`src/rtl/vit_dbg_pkg.sv`:
```
// Shared types and default sizing for the Viterbi debug bridge.
// Pulled in by the bridge, its interface and the soft-symbol FIFO.
package vit_dbg_pkg;

   localparam int DEF_SOFT_W     = 8;
   localparam int DEF_FIFO_DEPTH = 16;
   localparam int DEF_STATE_W    = 6;
   localparam int DEF_CAP_DEPTH  = 32;
   localparam int DEF_DRAIN_TO   = 256;

   typedef enum logic [1:0] {
      ST_IDLE   = 2'd0,
      ST_STREAM = 2'd1,
      ST_DRAIN  = 2'd2,
      ST_DONE   = 2'd3
   } vit_state_e;

endpackage

```
`src/rtl/vit_debug_bridge_if.sv`:
```
// Soft-symbol stream toward the decoder plus the decoder's bit output.
// The bridge takes the master side; the decoder (or a bench) takes the slave side.
interface vit_debug_bridge_if
   import vit_dbg_pkg::*;
#(
   parameter int SOFT_W  = DEF_SOFT_W,
   parameter int STATE_W = DEF_STATE_W
) ();

   logic signed [SOFT_W-1:0]  soft_out;
   logic                      soft_valid;
   logic                      soft_ready;
   logic                      dec_valid;
   logic                      dec_bit;
   logic        [STATE_W-1:0] dec_last_state;

   modport master (
      output soft_out, soft_valid,
      input  soft_ready, dec_valid, dec_bit, dec_last_state
   );

   modport slave (
      input  soft_out, soft_valid,
      output soft_ready, dec_valid, dec_bit, dec_last_state
   );

endinterface

```
`src/rtl/vit_soft_fifo.sv`:
```
// First-word-fall-through soft-symbol FIFO; head is valid whenever count is non-zero.
// A push on full is taken only when a pop frees a slot on the same edge.
module vit_soft_fifo
   import vit_dbg_pkg::*;
#(
   parameter int W     = DEF_SOFT_W,
   parameter int DEPTH = DEF_FIFO_DEPTH
) (
   input  logic                       clk,
   input  logic                       rst_n,
   input  logic                       clr,
   input  logic                       push,
   input  logic signed [W-1:0]        push_data,
   input  logic                       pop,
   output logic signed [W-1:0]        head,
   output logic                       empty,
   output logic                       full,
   output logic [$clog2(DEPTH):0]     count
);

   localparam int AW = $clog2(DEPTH);

   logic signed [W-1:0] mem [DEPTH];
   logic [AW-1:0]       wr_ptr;
   logic [AW-1:0]       rd_ptr;
   logic                do_push;
   logic                do_pop;

   assign empty   = (count == '0);
   assign full    = (count == (AW+1)'(DEPTH));
   assign do_pop  = pop & ~empty;
   assign do_push = push & (~full | do_pop);
   assign head    = mem[rd_ptr];

   always_ff @(posedge clk) begin
      if (do_push) mem[wr_ptr] <= push_data;
   end

   always_ff @(posedge clk or negedge rst_n) begin
      if (!rst_n) begin
         wr_ptr <= '0;
         rd_ptr <= '0;
         count  <= '0;
      end else if (clr) begin
         wr_ptr <= '0;
         rd_ptr <= '0;
         count  <= '0;
      end else begin
         if (do_push) wr_ptr <= wr_ptr + AW'(1);
         if (do_pop)  rd_ptr <= rd_ptr + AW'(1);
         case ({do_push, do_pop})
            2'b10:   count <= count + (AW+1)'(1);
            2'b01:   count <= count - (AW+1)'(1);
            default: count <= count;
         endcase
      end
   end

endmodule

```
`src/rtl/vit_debug_bridge.sv`:
```
// Host-driven debug bridge: queues soft symbols, streams them to a Viterbi decoder,
// captures the decoded bits and finishes once the decoder goes quiet or capture fills.
//
//  state     | meaning
//  ----------+-----------------------------------------------------------
//  ST_IDLE   | waiting for a host_go edge; pushes still land in the FIFO
//  ST_STREAM | FIFO drives the decoder; decoded bits are captured
//  ST_DRAIN  | FIFO empty; capture continues until quiet timeout or full
//  ST_DONE   | capture frozen, done=1 until a host_ack edge
module vit_debug_bridge
   import vit_dbg_pkg::*;
#(
   parameter int SOFT_W     = DEF_SOFT_W,
   parameter int FIFO_DEPTH = DEF_FIFO_DEPTH,
   parameter int STATE_W    = DEF_STATE_W,
   parameter int CAP_DEPTH  = DEF_CAP_DEPTH,
   parameter int DRAIN_TO   = DEF_DRAIN_TO
) (
   input  logic                          clk,
   input  logic                          sys_rst_n,
   input  logic                          clr,
   input  logic                          host_wr,
   input  logic signed [SOFT_W-1:0]      host_data,
   input  logic                          host_go,
   input  logic                          host_ack,
   vit_debug_bridge_if.master            dbg,
   output logic [$clog2(FIFO_DEPTH):0]   fifo_count,
   output logic [CAP_DEPTH-1:0]          cap_bits,
   output logic [$clog2(CAP_DEPTH):0]    cap_count,
   output logic [STATE_W-1:0]            cap_last_state,
   output logic                          busy,
   output logic                          done,
   output logic                          push_ovf,
   output logic                          cap_ovf
);

   localparam int                CIW       = $clog2(CAP_DEPTH);
   localparam int                DCW       = $clog2(DRAIN_TO + 1);
   localparam logic [CIW:0]      CAP_FULL  = (CIW+1)'(CAP_DEPTH);
   localparam logic [DCW-1:0]    DRAIN_TC  = DCW'(DRAIN_TO - 1);

   vit_state_e               state;
   logic                     wr_q, go_q, ack_q, armed;
   logic                     push_ev, go_ev, ack_ev;
   logic                     fifo_empty, fifo_full;
   logic signed [SOFT_W-1:0] fifo_head;
   logic                     soft_valid, pop;
   logic                     cap_en, cap_room;
   logic [DCW-1:0]           drain_cnt;

   // armed stays low for the first edge after reset/clr so a level already high is not seen as an edge
   assign push_ev = armed & host_wr  & ~wr_q;
   assign go_ev   = armed & host_go  & ~go_q;
   assign ack_ev  = armed & host_ack & ~ack_q;

   assign soft_valid     = (state == ST_STREAM) & ~fifo_empty;
   assign pop            = soft_valid & dbg.soft_ready;
   assign dbg.soft_valid = soft_valid;
   assign dbg.soft_out   = soft_valid ? fifo_head : '0;

   assign cap_en   = ((state == ST_STREAM) || (state == ST_DRAIN)) & dbg.dec_valid;
   assign cap_room = (cap_count != CAP_FULL);

   vit_soft_fifo #(
      .W     (SOFT_W),
      .DEPTH (FIFO_DEPTH)
   ) u_fifo (
      .clk       (clk),
      .rst_n     (sys_rst_n),
      .clr       (clr),
      .push      (push_ev),
      .push_data (host_data),
      .pop       (pop),
      .head      (fifo_head),
      .empty     (fifo_empty),
      .full      (fifo_full),
      .count     (fifo_count)
   );

   always_ff @(posedge clk or negedge sys_rst_n) begin
      if (!sys_rst_n) begin
         state          <= ST_IDLE;
         wr_q           <= 1'b0;
         go_q           <= 1'b0;
         ack_q          <= 1'b0;
         armed          <= 1'b0;
         busy           <= 1'b0;
         done           <= 1'b0;
         push_ovf       <= 1'b0;
         cap_ovf        <= 1'b0;
         cap_bits       <= '0;
         cap_count      <= '0;
         cap_last_state <= '0;
         drain_cnt      <= '0;
      end else if (clr) begin
         state          <= ST_IDLE;
         wr_q           <= 1'b0;
         go_q           <= 1'b0;
         ack_q          <= 1'b0;
         armed          <= 1'b0;
         busy           <= 1'b0;
         done           <= 1'b0;
         push_ovf       <= 1'b0;
         cap_ovf        <= 1'b0;
         cap_bits       <= '0;
         cap_count      <= '0;
         cap_last_state <= '0;
         drain_cnt      <= '0;
      end else begin
         wr_q  <= host_wr;
         go_q  <= host_go;
         ack_q <= host_ack;
         armed <= 1'b1;

         if (push_ev && fifo_full && !pop) push_ovf <= 1'b1;

         if (cap_en) begin
            if (cap_room) begin
               cap_bits[cap_count[CIW-1:0]] <= dbg.dec_bit;
               cap_count                    <= cap_count + (CIW+1)'(1);
               cap_last_state               <= dbg.dec_last_state;
            end else begin
               cap_ovf <= 1'b1;
            end
         end

         case (state)
            ST_IDLE: begin
               if (go_ev) begin
                  state          <= ST_STREAM;
                  busy           <= 1'b1;
                  cap_bits       <= '0;
                  cap_count      <= '0;
                  cap_last_state <= '0;
                  cap_ovf        <= 1'b0;
               end
            end
            ST_STREAM: begin
               drain_cnt <= DRAIN_TC;
               if (fifo_empty) state <= ST_DRAIN;
            end
            ST_DRAIN: begin
               if (!cap_room || (!dbg.dec_valid && drain_cnt == '0)) begin
                  state <= ST_DONE;
                  busy  <= 1'b0;
                  done  <= 1'b1;
               end else if (dbg.dec_valid) begin
                  drain_cnt <= DRAIN_TC;
               end else begin
                  drain_cnt <= drain_cnt - DCW'(1);
               end
            end
            ST_DONE: begin
               if (ack_ev) begin
                  state <= ST_IDLE;
                  done  <= 1'b0;
               end
            end
            default: begin
               state <= ST_IDLE;
               busy  <= 1'b0;
               done  <= 1'b0;
            end
         endcase
      end
   end

endmodule

```
`src/flat_wrapper.sv`:
```
// flat-port wrapper written by rule: the top's interface ports become plain ports
module vit_debug_bridge_flat import vit_dbg_pkg::*;
#(
   parameter int SOFT_W     = DEF_SOFT_W,
   parameter int FIFO_DEPTH = DEF_FIFO_DEPTH,
   parameter int STATE_W    = DEF_STATE_W,
   parameter int CAP_DEPTH  = DEF_CAP_DEPTH,
   parameter int DRAIN_TO   = DEF_DRAIN_TO
)
  (clk, sys_rst_n, clr, host_wr, host_data, host_go, host_ack, fifo_count, cap_bits, cap_count, cap_last_state, busy, done, push_ovf, cap_ovf, dbg_soft_out, dbg_soft_valid, dbg_soft_ready, dbg_dec_valid, dbg_dec_bit, dbg_dec_last_state);
  vit_debug_bridge_if #(.SOFT_W(SOFT_W), .STATE_W(STATE_W)) dbg_i ();
  input  logic clk;
  input  logic sys_rst_n;
  input  logic clr;
  input  logic host_wr;
  input  logic signed [SOFT_W-1:0] host_data;
  input  logic host_go;
  input  logic host_ack;
  output logic [$clog2(FIFO_DEPTH):0] fifo_count;
  output logic [CAP_DEPTH-1:0] cap_bits;
  output logic [$clog2(CAP_DEPTH):0] cap_count;
  output logic [STATE_W-1:0] cap_last_state;
  output logic busy;
  output logic done;
  output logic push_ovf;
  output logic cap_ovf;
  output wire logic [$bits(dbg_i.soft_out)-1:0] dbg_soft_out;
  output wire logic [$bits(dbg_i.soft_valid)-1:0] dbg_soft_valid;
  input wire logic [$bits(dbg_i.soft_ready)-1:0] dbg_soft_ready;
  input wire logic [$bits(dbg_i.dec_valid)-1:0] dbg_dec_valid;
  input wire logic [$bits(dbg_i.dec_bit)-1:0] dbg_dec_bit;
  input wire logic [$bits(dbg_i.dec_last_state)-1:0] dbg_dec_last_state;
  assign dbg_soft_out = dbg_i.soft_out;
  assign dbg_soft_valid = dbg_i.soft_valid;
  assign dbg_i.soft_ready = dbg_soft_ready;
  assign dbg_i.dec_valid = dbg_dec_valid;
  assign dbg_i.dec_bit = dbg_dec_bit;
  assign dbg_i.dec_last_state = dbg_dec_last_state;
  vit_debug_bridge #(.SOFT_W(SOFT_W), .FIFO_DEPTH(FIFO_DEPTH), .STATE_W(STATE_W), .CAP_DEPTH(CAP_DEPTH), .DRAIN_TO(DRAIN_TO)) u_core (.clk(clk), .sys_rst_n(sys_rst_n), .clr(clr), .host_wr(host_wr), .host_data(host_data), .host_go(host_go), .host_ack(host_ack), .dbg(dbg_i), .fifo_count(fifo_count), .cap_bits(cap_bits), .cap_count(cap_count), .cap_last_state(cap_last_state), .busy(busy), .done(done), .push_ovf(push_ovf), .cap_ovf(cap_ovf));
endmodule
```
`config.mk`:
```
export PLATFORM = sky130hd
export DESIGN_NAME = vit_debug_bridge_flat
export DESIGN_NICKNAME = d
export VERILOG_FILES = /design/src/rtl/vit_dbg_pkg.sv /design/src/rtl/vit_debug_bridge_if.sv /design/src/rtl/vit_soft_fifo.sv /design/src/rtl/vit_debug_bridge.sv /design/src/flat_wrapper.sv
export SDC_FILE = /design/constraint.sdc
export NUM_CORES = 1
export LEC_CHECK = 0
export CAP_MARGIN = 20
export CORE_UTILIZATION = 35
export CTS_CLUSTER_DIAMETER = 60
export DETAILED_ROUTE_END_ITERATION = 10
export HOLD_SLACK_MARGIN = 0.08
export SLEW_MARGIN = 20
export SYNTH_ARGS = -nofsm -noshare
export SYNTH_HDL_FRONTEND = slang
export SYNTH_SLANG_ARGS = --single-unit
```
`constraint.sdc`:
```
create_clock -name clk -period 6.8 [get_ports clk]
set_clock_uncertainty 0.15 [all_clocks]
set_input_delay 1.36 -clock clk [delete_from_list [all_inputs] [get_ports clk]]
set_output_delay 1.36 -clock clk [all_outputs]
set_load 0.005 [all_outputs]
```
Word-level counts from Yosys, hierarchy flattened
Memory sizes are Yosys's and may differ from the RTL's. Index checks and enable logic that the tools add are counted.

Bits in registers: 76. Bits in latches: 0. Bits in writable memories: 128. ROM bits: 0. Input bits: 23. Logic and storage cells: 133. Memories kept: 1.

$add $sub $neg: 6. $mul: 0. Divide/modulo/power cells: 0. $lt $le $gt $ge: 2. Equal/unequal tests: 12. Shifts and indexed selects: 0. Muxes and demuxes: 56. Bitwise logic cells: 17. Reduce and logical (&&, ||, !) cells: 23.

Memory list: u_core.u_fifo.mem (words 16, width 8, read ports 1, clocked after Yosys merged registers in 0, write ports 1, RTL line vit_soft_fifo.sv:23) `logic signed [W-1:0] mem [DEPTH];`.

Operators by type and width (number): $mux W32 (5); $mux W6 (10); $bwmux W32 (1); $mux W9 (3); $mux W1 (20); $pmux W9 S2 (1); $mux W4 (4); $reduce_bool A3 Y1 (4); $and A1 B1 Y1 (11); $mux W2 (5); $pmux W5 S2 (1); $logic_not A9 Y1 (1); $ne A3 B2 Y1 const B (3); $sub A9 B1 Y9 const B (1); $add A4 B1 Y4 const B (2); $mux W8 (1); $pmux W2 S4 (1); $add A6 B1 Y6 const B (1); $eq A2 B2 Y1 const B (3); $lt A5 B6 Y1 const B (1); $ne A3 B3 Y1 const B (2); $ne A6 B6 Y1 const B (1); $reduce_and A3 Y1 (2); $reduce_bool A2 Y1 (3); other kinds (17) (29).

Logic depth before layout (Yosys ltp)
Gate-level depths: netlist of run 1.

Word-level depth: 10. Gate-level depth with buffers: 11.

Modules after synthesis
A second synthesis of run 1 with hierarchy kept.

Cell total of the unflattened synthesis: 646. Area, all modules: 9062.4 um2.

By module, submodules not included: vit_soft_fifo (times used 1, cells an instance 316, area each 5819.3 um2); vit_debug_bridge (times used 1, cells an instance 330, area each 3243.1 um2).

Least setup slack after synthesis of run 1
OpenSTA, ideal clock, no wires.

Path kind: input -> register. Start point: input port host_wr. End point: register u_core.u_fifo.count[4]. Setup time: 0.072 ns. Arrival: 3.278 ns. Required time: 6.578 ns. Slack: 3.300 ns. Stages: 9. Path through: and3b_1 a211oi_2 xor2_1 ha_1 nor2_1 a2111oi_2 o221ai_1 a2111oi_0 nand4b_1.

Longest elaborated chain between the ends: 6. Elaborated cells on any way between the ends: 8. Classes of those cells: eq/ne (2); mux (2); bitwise (3); reduce/logical (1).

RTL lines: start: declaration (RTL line flat_wrapper.sv:15) `input logic host_wr;`; $and A1 B1 Y1 (*) (2 in series) (RTL line vit_debug_bridge.sv:52) `assign push_ev = armed & host_wr & ~wr_q;`; $and A1 B1 Y1 (*) (RTL line vit_soft_fifo.sv:32) `assign do_push = push & (~full | do_pop);`; $eq A2 B1 Y1 / $eq A2 B2 Y1 (equally long branches) (RTL line vit_soft_fifo.sv:51) `case ({do_push, do_pop})`; $pmux W5 S2 (RTL line vit_soft_fifo.sv:51); $mux W5 (RTL line vit_soft_fifo.sv:44) `end else if (clr) begin`; end signal: assignment (RTL line vit_soft_fifo.sv:52) `2'b10: count <= count + (AW+1)'(1);`; end signal: assignment (RTL line vit_soft_fifo.sv:53) `2'b01: count <= count - (AW+1)'(1);`; end signal: assignment (RTL line vit_soft_fifo.sv:54) `default: count <= count;`; end: declaration (RTL line vit_soft_fifo.sv:18) `output logic [$clog2(DEPTH):0] count`.

Every way passes the cells marked *; elsewhere a longest branch is shown, timed or not. A chain may end at the register's enable or synchronous reset.

Worst setup path after layout of run 1
Start point: register u_core.u_fifo.rd_ptr[0]. End point: output port dbg_soft_out[0].

Longest elaborated chain between the ends: 2.

RTL lines: start: declaration (RTL line vit_soft_fifo.sv:25) `logic [AW-1:0] rd_ptr;`; start signal: assignment (RTL line vit_soft_fifo.sv:50) `if (do_pop) rd_ptr <= rd_ptr + AW'(1);`; $mem_v2 Z16 W8; $mux W8 (RTL line vit_debug_bridge.sv:59) `assign dbg.soft_out = soft_valid ? fifo_head : '0;`; end: declaration (RTL line flat_wrapper.sv:27) `output wire logic [$bits(dbg_i.soft_out)-1:0] dbg_soft_out;`.

Every way passes these cells.

==> flow_summary.yaml, run 1 <==
synthesis:
  syn_nets: 674
  async_flop_share: 0.373
  post-synth-top-area-cell: "edfxtp_1"
  synth_cells: 633
  ys_seq_area_frac: 0.635
  netlist_top_cells_area: "edfxtp_1 (42%), dfrtp_1 (21%), mux4_2 (10%), mux2i_1 (3.9%), ha_1 (2.5%)"
  yosysUniqueCellTypes: 56
  synth.most_common_cell: "edfxtp_1"
  avgSynthCellArea_um2: 14.3
  synth-seq-cells: 204
  ys.flop_type: "edfxtp_1"
  synthTopCellsByCount: "edfxtp_1 (128), dfrtp_1 (76), nor2_1 (57)"
  netlist_area_um2: 9040
  yosys_warnings: 0
  synth_top_area_frac: 0.425
  synth_edf_count: 128
sta:
  period_share: 0.710
  fmax_mhz: 207
  worstMarginPinSlew_ns: 1.01
  setup-violations-final: 0
  layout_setup_ws_ns: 1.97
  finalCriticalPeriod_ns: 4.83
  hold_ws_ns: 0.351
  drv_slew: 0
  slew_headroom: 0.323
  grt_setup_unrepaired: "false"
  hold_viol_final: 0
  final.setup.tns_ns: 0
worst_setup_path:
  path_class: "reg2out"
  reg2reg_slack_ns: 3.41
  path_cells: "buf_4, mux4_2, mux4_2, nor2b_1, clkdlybuf4s50_1"
  cpMostUsedCell: "mux4_2"
  worstPathArrival_ns: 3.32
  worstSetupStartpointType: "register"
  path_max_fanout: 23
  crit_path_max_incr_delay_ns: 0.65
  endpoint_kind: "primary output"
  path_buf_inv: 2
  cp_slowest_cell: "dfrtp_2"
  cp.required_ns: 5.29
  cp_top_family: "multiplexers"
hold_path:
  hp-class: "reg2reg"
floorplan:
  start_util: 0.358
  pin_count: 85
  rows: 58
  coreArea_um2: 25300
  die_w_um: 163
  dieHeight_um: 163
  dieArea_um2: 26500
global_route:
  use_met2: 0.249
  grt_usage: 0.161
  grt_util_met1: 0.233
  grt_pass1_wl_um: 32900
  antenna_found_initial: 0
  overflow: 0
  grt_pass1_vias: 5604
  grt_max_degree: 77
  top_usage_layer: "met2"
  met3_usage: 0.0280
clock_network:
  cts-buffers-inserted: 22
  hold_buffers: 0
  cts.repair.resized: 0
  clk_pin_slew_ns: 0.06
  cts_tree: "built"
  clock_latency_ns: 0.49
  cts_root_buf: "clkbuf_16"
  cts_sinks: 204
  clock_path_buffers: 3
  cts_setup_buffers: 0
  h-tree-depth: 1
place:
  place_ws_ns: 2.42
  dpl_cell_area_um2: 10200
  dp_hpwl_um: 13100
  gp_congestion: 0.823
  numPortBuffers: 84
layout:
  final_cell_area_um2: 10900
  n_antenna_cell: 0
  drive_above_1_share: 0.132
  syn2layout_area_growth_pct: 20.5
  fin_nets: 749
drt:
  routed_via_density: 5.38
  antenna_left: 0
  drt_iter0_markers: 534
  drcViolationCount: 0
  vias: 5656
  routed_wl_um: 20900
  drtPass1Iterations: 5
  wl_per_cell_um: 19.9
power:
  switchingPower_w: 0.000822
  power_frac_comb: 0.157
  p_int_w: 0.00227
  powerDensity_nw_per_um2: 284
  leakagePower_nw: 4.03
  swShare: 0.266
  seq_power_share: 0.462
  peakVddDrop_v: 0.000249
  p_clk_frac: 0.381
run_status:
  status: "complete, no violations"
flow_run:
  drv_cap: 0
==> flip-flops by register name (all words and copies together), names as in the netlist <==
register and count:
u_core.ack_q 1, u_core.armed 1, u_core.busy 1, u_core.cap_bits 32
u_core.cap_count 6, u_core.cap_last_state 6, u_core.cap_ovf 1, u_core.done 1
u_core.drain_cnt 9, u_core.go_q 1, u_core.push_ovf 1, u_core.state 2
u_core.u_fifo.count 5, u_core.u_fifo.mem 128, u_core.u_fifo.rd_ptr 4, u_core.u_fifo.wr_ptr 4
u_core.wr_q 1
==> worst paths after layout <==
kind / from / cells past startpoint / end
worst max-delay path: u_core.u_fifo.rd_ptr[0]$_DFFE_PN0P_ / 5 / dbg_soft_out[0]
worst min-delay path: u_core.cap_ovf$_DFF_PN0_ / 2 / u_core.cap_ovf$_DFF_PN0_
worst max register to register: u_core.state[1]$_DFFE_PN0P_ / 11 / u_core.u_fifo.count[4]$_DFFE_PN0P_
worst min register to register: u_core.cap_ovf$_DFF_PN0_ / 2 / u_core.cap_ovf$_DFF_PN0_
max in group asynchronous: sys_rst_n / 1 / u_core.u_fifo.rd_ptr[0]$_DFFE_PN0P_
min in group asynchronous: sys_rst_n / 1 / u_core.u_fifo.count[3]$_DFFE_PN0P_
==> worst min-delay path: cells and delay by family (launching register included) <==
kind / cells / cell delay (ns)
flops: 1 / 0.34
simple gates: 2 / 0.12
==> kinds of logic (layout without fill, tap and decap cells) <==
| kind of cell | after synthesis | after routing | share of synthesized area |
|---|---|---|---|
| compound gates | 72 | 72 | 0.0539 |
| xor+xnor | 12 | 12 | 0.0116 |
| fa+ha+maj | 18 | 18 | 0.0249 |
| buf+inv | 57 | 146 | 0.0252 |
| flops | 204 | 204 | 0.635 |
| mux | 75 | 75 | 0.138 |
| simple gates | 195 | 195 | 0.111 |
==> metal layers <==
| layer | up-vias | share of wire |
|---|---|---|
| li1 | 2529 | - |
| met1 | 2868 | 0.44 |
| met2 | 224 | 0.46 |
| met3 | 35 | 0.068 |
| met4 | 0 | 0.026 |
| met5 | - | 0 |
==> power by group through the flow <==
stage,clock (W),sequential [W],combinational (W)
finish,0.00118,0.00143,0.000486
global route,0.00126,0.00144,0.000535
CTS,0.00121,0.00143,0.000488
detailed placement,0,0.00145,0.000484
global placement,0,0.00145,0.000465
floorplan,0,0.00144,0.000319
==> final cells by class <==
| type | instances | area [µm²] |
|---|---|---|
| clock buffer | 27 | 599 |
| clock inverter | 11 | 114 |
| fill | 2268 | 14400 |
| inverter | 18 | 67.6 |
| multi-input combinational | 372 | 3080 |
| sequential | 204 | 5750 |
| tap | 330 | 413 |
| timing repair buffer | 90 | 878 |
==> cell usage in the layout, fill, tap and decap left out, drive strengths merged, types with 7 or more instances in the layout <==
master and count:
a21oi 26, a31oi 10, and2 14, buf 8
clkbuf 27, clkdlybuf4s50 82, clkinv 10, dfrtp 76
edfxtp 128, ha 18, inv 17, mux2i 35
mux4 40, nand2 31, nand3 40, nor2 57
nor2b 12, nor3 7, o21ai 9
==> metrics by stage <==
step                total power (W)   util  cells
floorplan                   0.00175      -    633
global placement            0.00191  0.404   1014
detailed placement          0.00194  0.404   1014
CTS                         0.00312  0.432   1052
global route                0.00323  0.432   1052
finish                      0.00309  0.432   1052
No activity file was read; power rests on OpenSTA's default activity.
==> inputs of run 2 (changes only) <==
==> constraint.sdc (replaced) <==
create_clock -name clk -period 4.4 [get_ports clk]
set_clock_uncertainty 0.15 [all_clocks]
set_input_delay 0.88 -clock clk [delete_from_list [all_inputs] [get_ports clk]]
set_output_delay 0.88 -clock clk [all_outputs]
set_load 0.005 [all_outputs]
==> run 2 against run 1 <==
Net effect:
- global-route usage fell by 0.63 points
- cell area increased by 0.80%
- via count is 0.60% lower
- first-iteration DRC count decreased by 15%
- die area unchanged
- flip-flop and latch count is the same
- sequential power increased by 54%
- cell count increased by 0.67%
- worst setup slack lost 1.5 ns
- clock power rose by 65%
- routed wire length fell by 2.3%
==> flow_summary.yaml, run 2 (synthesized netlist as in run 1, its figures left out) <==
run_status:
  status: "complete, no violations"
clock_network:
  h-tree-depth: 1
  cts-buffers-inserted: 23
  cts_setup_buffers: 0
  cts.repair.resized: 0
  clk_pin_slew_ns: 0.06
  cts_tree: "built"
  cts_sinks: 204
  clock_path_buffers: 3
  hold_buffers: 0
  clock_latency_ns: 0.53
  cts_root_buf: "clkbuf_16"
power:
  powerDensity_nw_per_um2: 446
  leakagePower_nw: 4.07
  power_frac_comb: 0.154
  swShare: 0.266
  switchingPower_w: 0.00130
  peakVddDrop_v: 0.000349
  p_clk_frac: 0.397
  total_power_w: 0.00491
  p_int_w: 0.00360
  seq_power_share: 0.449
worst_setup_path:
  path_class: "reg2out"
  cp_slowest_cell: "mux4_2"
  cp_num_cells: 5
  crit_path_max_incr_delay_ns: 0.56
  path_buf_inv: 2
  cp_top_family: "multiplexers"
  cp.required_ns: 3.37
  cpMostUsedCell: "mux4_2"
  path_cells: "buf_12, mux4_2, mux4_2, nor2b_1, clkdlybuf4s50_1"
  worstSetupStartpointType: "register"
  worstPathArrival_ns: 2.88
  reg2reg_depth: 11
  endpoint_kind: "primary output"
  path_max_fanout: 35
layout:
  drive_above_1_share: 0.136
  layout_commonest_cell: "edfxtp_1"
  top_regs: "u_core.u_fifo.mem: 128 flops, u_core.cap_bits: 32 flops, u_core.drain_cnt: 9 flops"
  largest_reg_flops: 128
  final_cell_area_um2: 11000
  syn2layout_area_growth_pct: 21.5
  fin_nets: 752
  final_core_util: 0.435
  mostFrequentLayoutCells: "edfxtp_1 (128), clkdlybuf4s50_1 (82), dfrtp_1 (75), nor2_1 (57)"
  largest_register: "u_core.u_fifo.mem"
sta:
  fmax_mhz: 256
  setup-violations-final: 0
  slew_headroom: 0.346
  final.setup.tns_ns: 0
  drv_slew: 0
  grt_setup_unrepaired: "false"
  finalCriticalPeriod_ns: 3.91
  hold_ws_ns: 0.369
  hold_viol_final: 0
  worstMarginPinSlew_ns: 0.980
  period_share: 0.888
global_route:
  grt_max_degree: 77
  grt_usage: 0.155
  antenna_found_initial: 2
  grt_pass1_wl_um: 31800
  grt_pass1_vias: 5663
  overflow: 0
floorplan:
  pin_count: 85
  dieHeight_um: 163
  rows: 58
  dieArea_um2: 26500
  coreArea_um2: 25300
  start_util: 0.358
  die_w_um: 163
drt:
  routed_wl_um: 20400
  routed_via_density: 5.31
  antenna_left: 0
  vias: 5622
  drt_iter0_markers: 454
  wl_per_cell_um: 19.3
  drcViolationCount: 0
  drtPass1Iterations: 5
place:
  dpl_cell_area_um2: 10200
  gp_congestion: 0.834
  numPortBuffers: 84
  dp_hpwl_um: 12800
hold_path:
  hp-class: "in2async"
flow_run:
  drv_cap: 0
run 2: cell count changes in the layout (fill, tap and decap cells not counted), sizes merged:
cell,delta
buf,+2
bufinv,+1
clkbuf,+2
clkinv,-2
clkinvlp,+1
diode,+1
inv,+2
run 2: power groups by stage:
stage | Combinational [W] | Clock [W] | Sequential (W)
after floorplan | 0.000493 | 0 | 0.00222
after global routing | 0.000833 | 0.00206 | 0.00221
after CTS | 0.000762 | 0.00199 | 0.00220
after global placement | 0.000730 | 0 | 0.00223
final | 0.000757 | 0.00195 | 0.00220
after detailed placement | 0.000755 | 0 | 0.00224
run 2: area by class of cell:
| type | instances | area [µm²] |
|---|---|---|
| clock buffer | 29 | 608 |
| inverter | 18 | 67.6 |
| multi-input combinational | 372 | 3080 |
| sequential | 204 | 5750 |
| timing repair buffer | 92 | 906 |
| clock inverter | 13 | 163 |
| antenna | 1 | 2.50 |
| fill | 2258 | 14300 |
| tap | 330 | 413 |
run 2: path summary, 6_finish.rpt:
check / from / to / slack (ns)
setup / recovery: u_core.u_fifo.rd_ptr[0]$_DFFE_PN0P_ / dbg_soft_out[4] / 0.49
hold / removal: sys_rst_n / u_core.u_fifo.count[3]$_DFFE_PN0P_ / 0.37
setup reg to reg: u_core.state[1]$_DFFE_PN0P_ / u_core.u_fifo.count[4]$_DFFE_PN0P_ / 0.99
hold reg to reg: u_core.push_ovf$_DFFE_PN0P_ / u_core.push_ovf$_DFFE_PN0P_ / 0.37
max in group asynchronous: sys_rst_n / u_core.u_fifo.rd_ptr[0]$_DFFE_PN0P_ / 3.05
min in group clk: u_core.push_ovf$_DFFE_PN0P_ / u_core.push_ovf$_DFFE_PN0P_ / 0.37
run 2: metal layers:
layer | up-vias | share of wire | track usage
li1 | 2547 | - | -
met1 | 2851 | 0.43 | 0.209
met2 | 186 | 0.48 | 0.258
met3 | 36 | 0.056 | 0.0247
met4 | 2 | 0.026 | 0.0463
met5 | - | 0.00064 | 0
run 2: metrics by stage:
step           worst slack, ns  cells
3_3_place_gp             0.771   1016
4_1_cts                  0.441   1058
6_report                 0.491   1059
3_5_place_dp             0.605   1016
5_1_grt                  0.387   1058
2_1_floorplan             1.38    633
run 2: worst reg2reg max path: cells and delay by family, from the launching register on:
kind            cells  cell delay, ns
compound gates      4            1.38
buf+inv             1            0.16
xor+xnor            1            0.19
fa+ha+maj           2            0.52
simple gates        3            0.50
flops               1            0.45
==> inputs of run 3 (changes only) <==
--- a/config.mk
+++ b/config.mk
@@ -5,7 +5,7 @@
 export SDC_FILE = /design/constraint.sdc
 export NUM_CORES = 1
 export LEC_CHECK = 0
-export CAP_MARGIN = 20
+export CAP_MARGIN = 15
 export CORE_UTILIZATION = 35
 export CTS_CLUSTER_DIAMETER = 60
 export DETAILED_ROUTE_END_ITERATION = 10
==> results of run 3 <==
The final DEF is identical to that of run 2; final timing and power are the same.
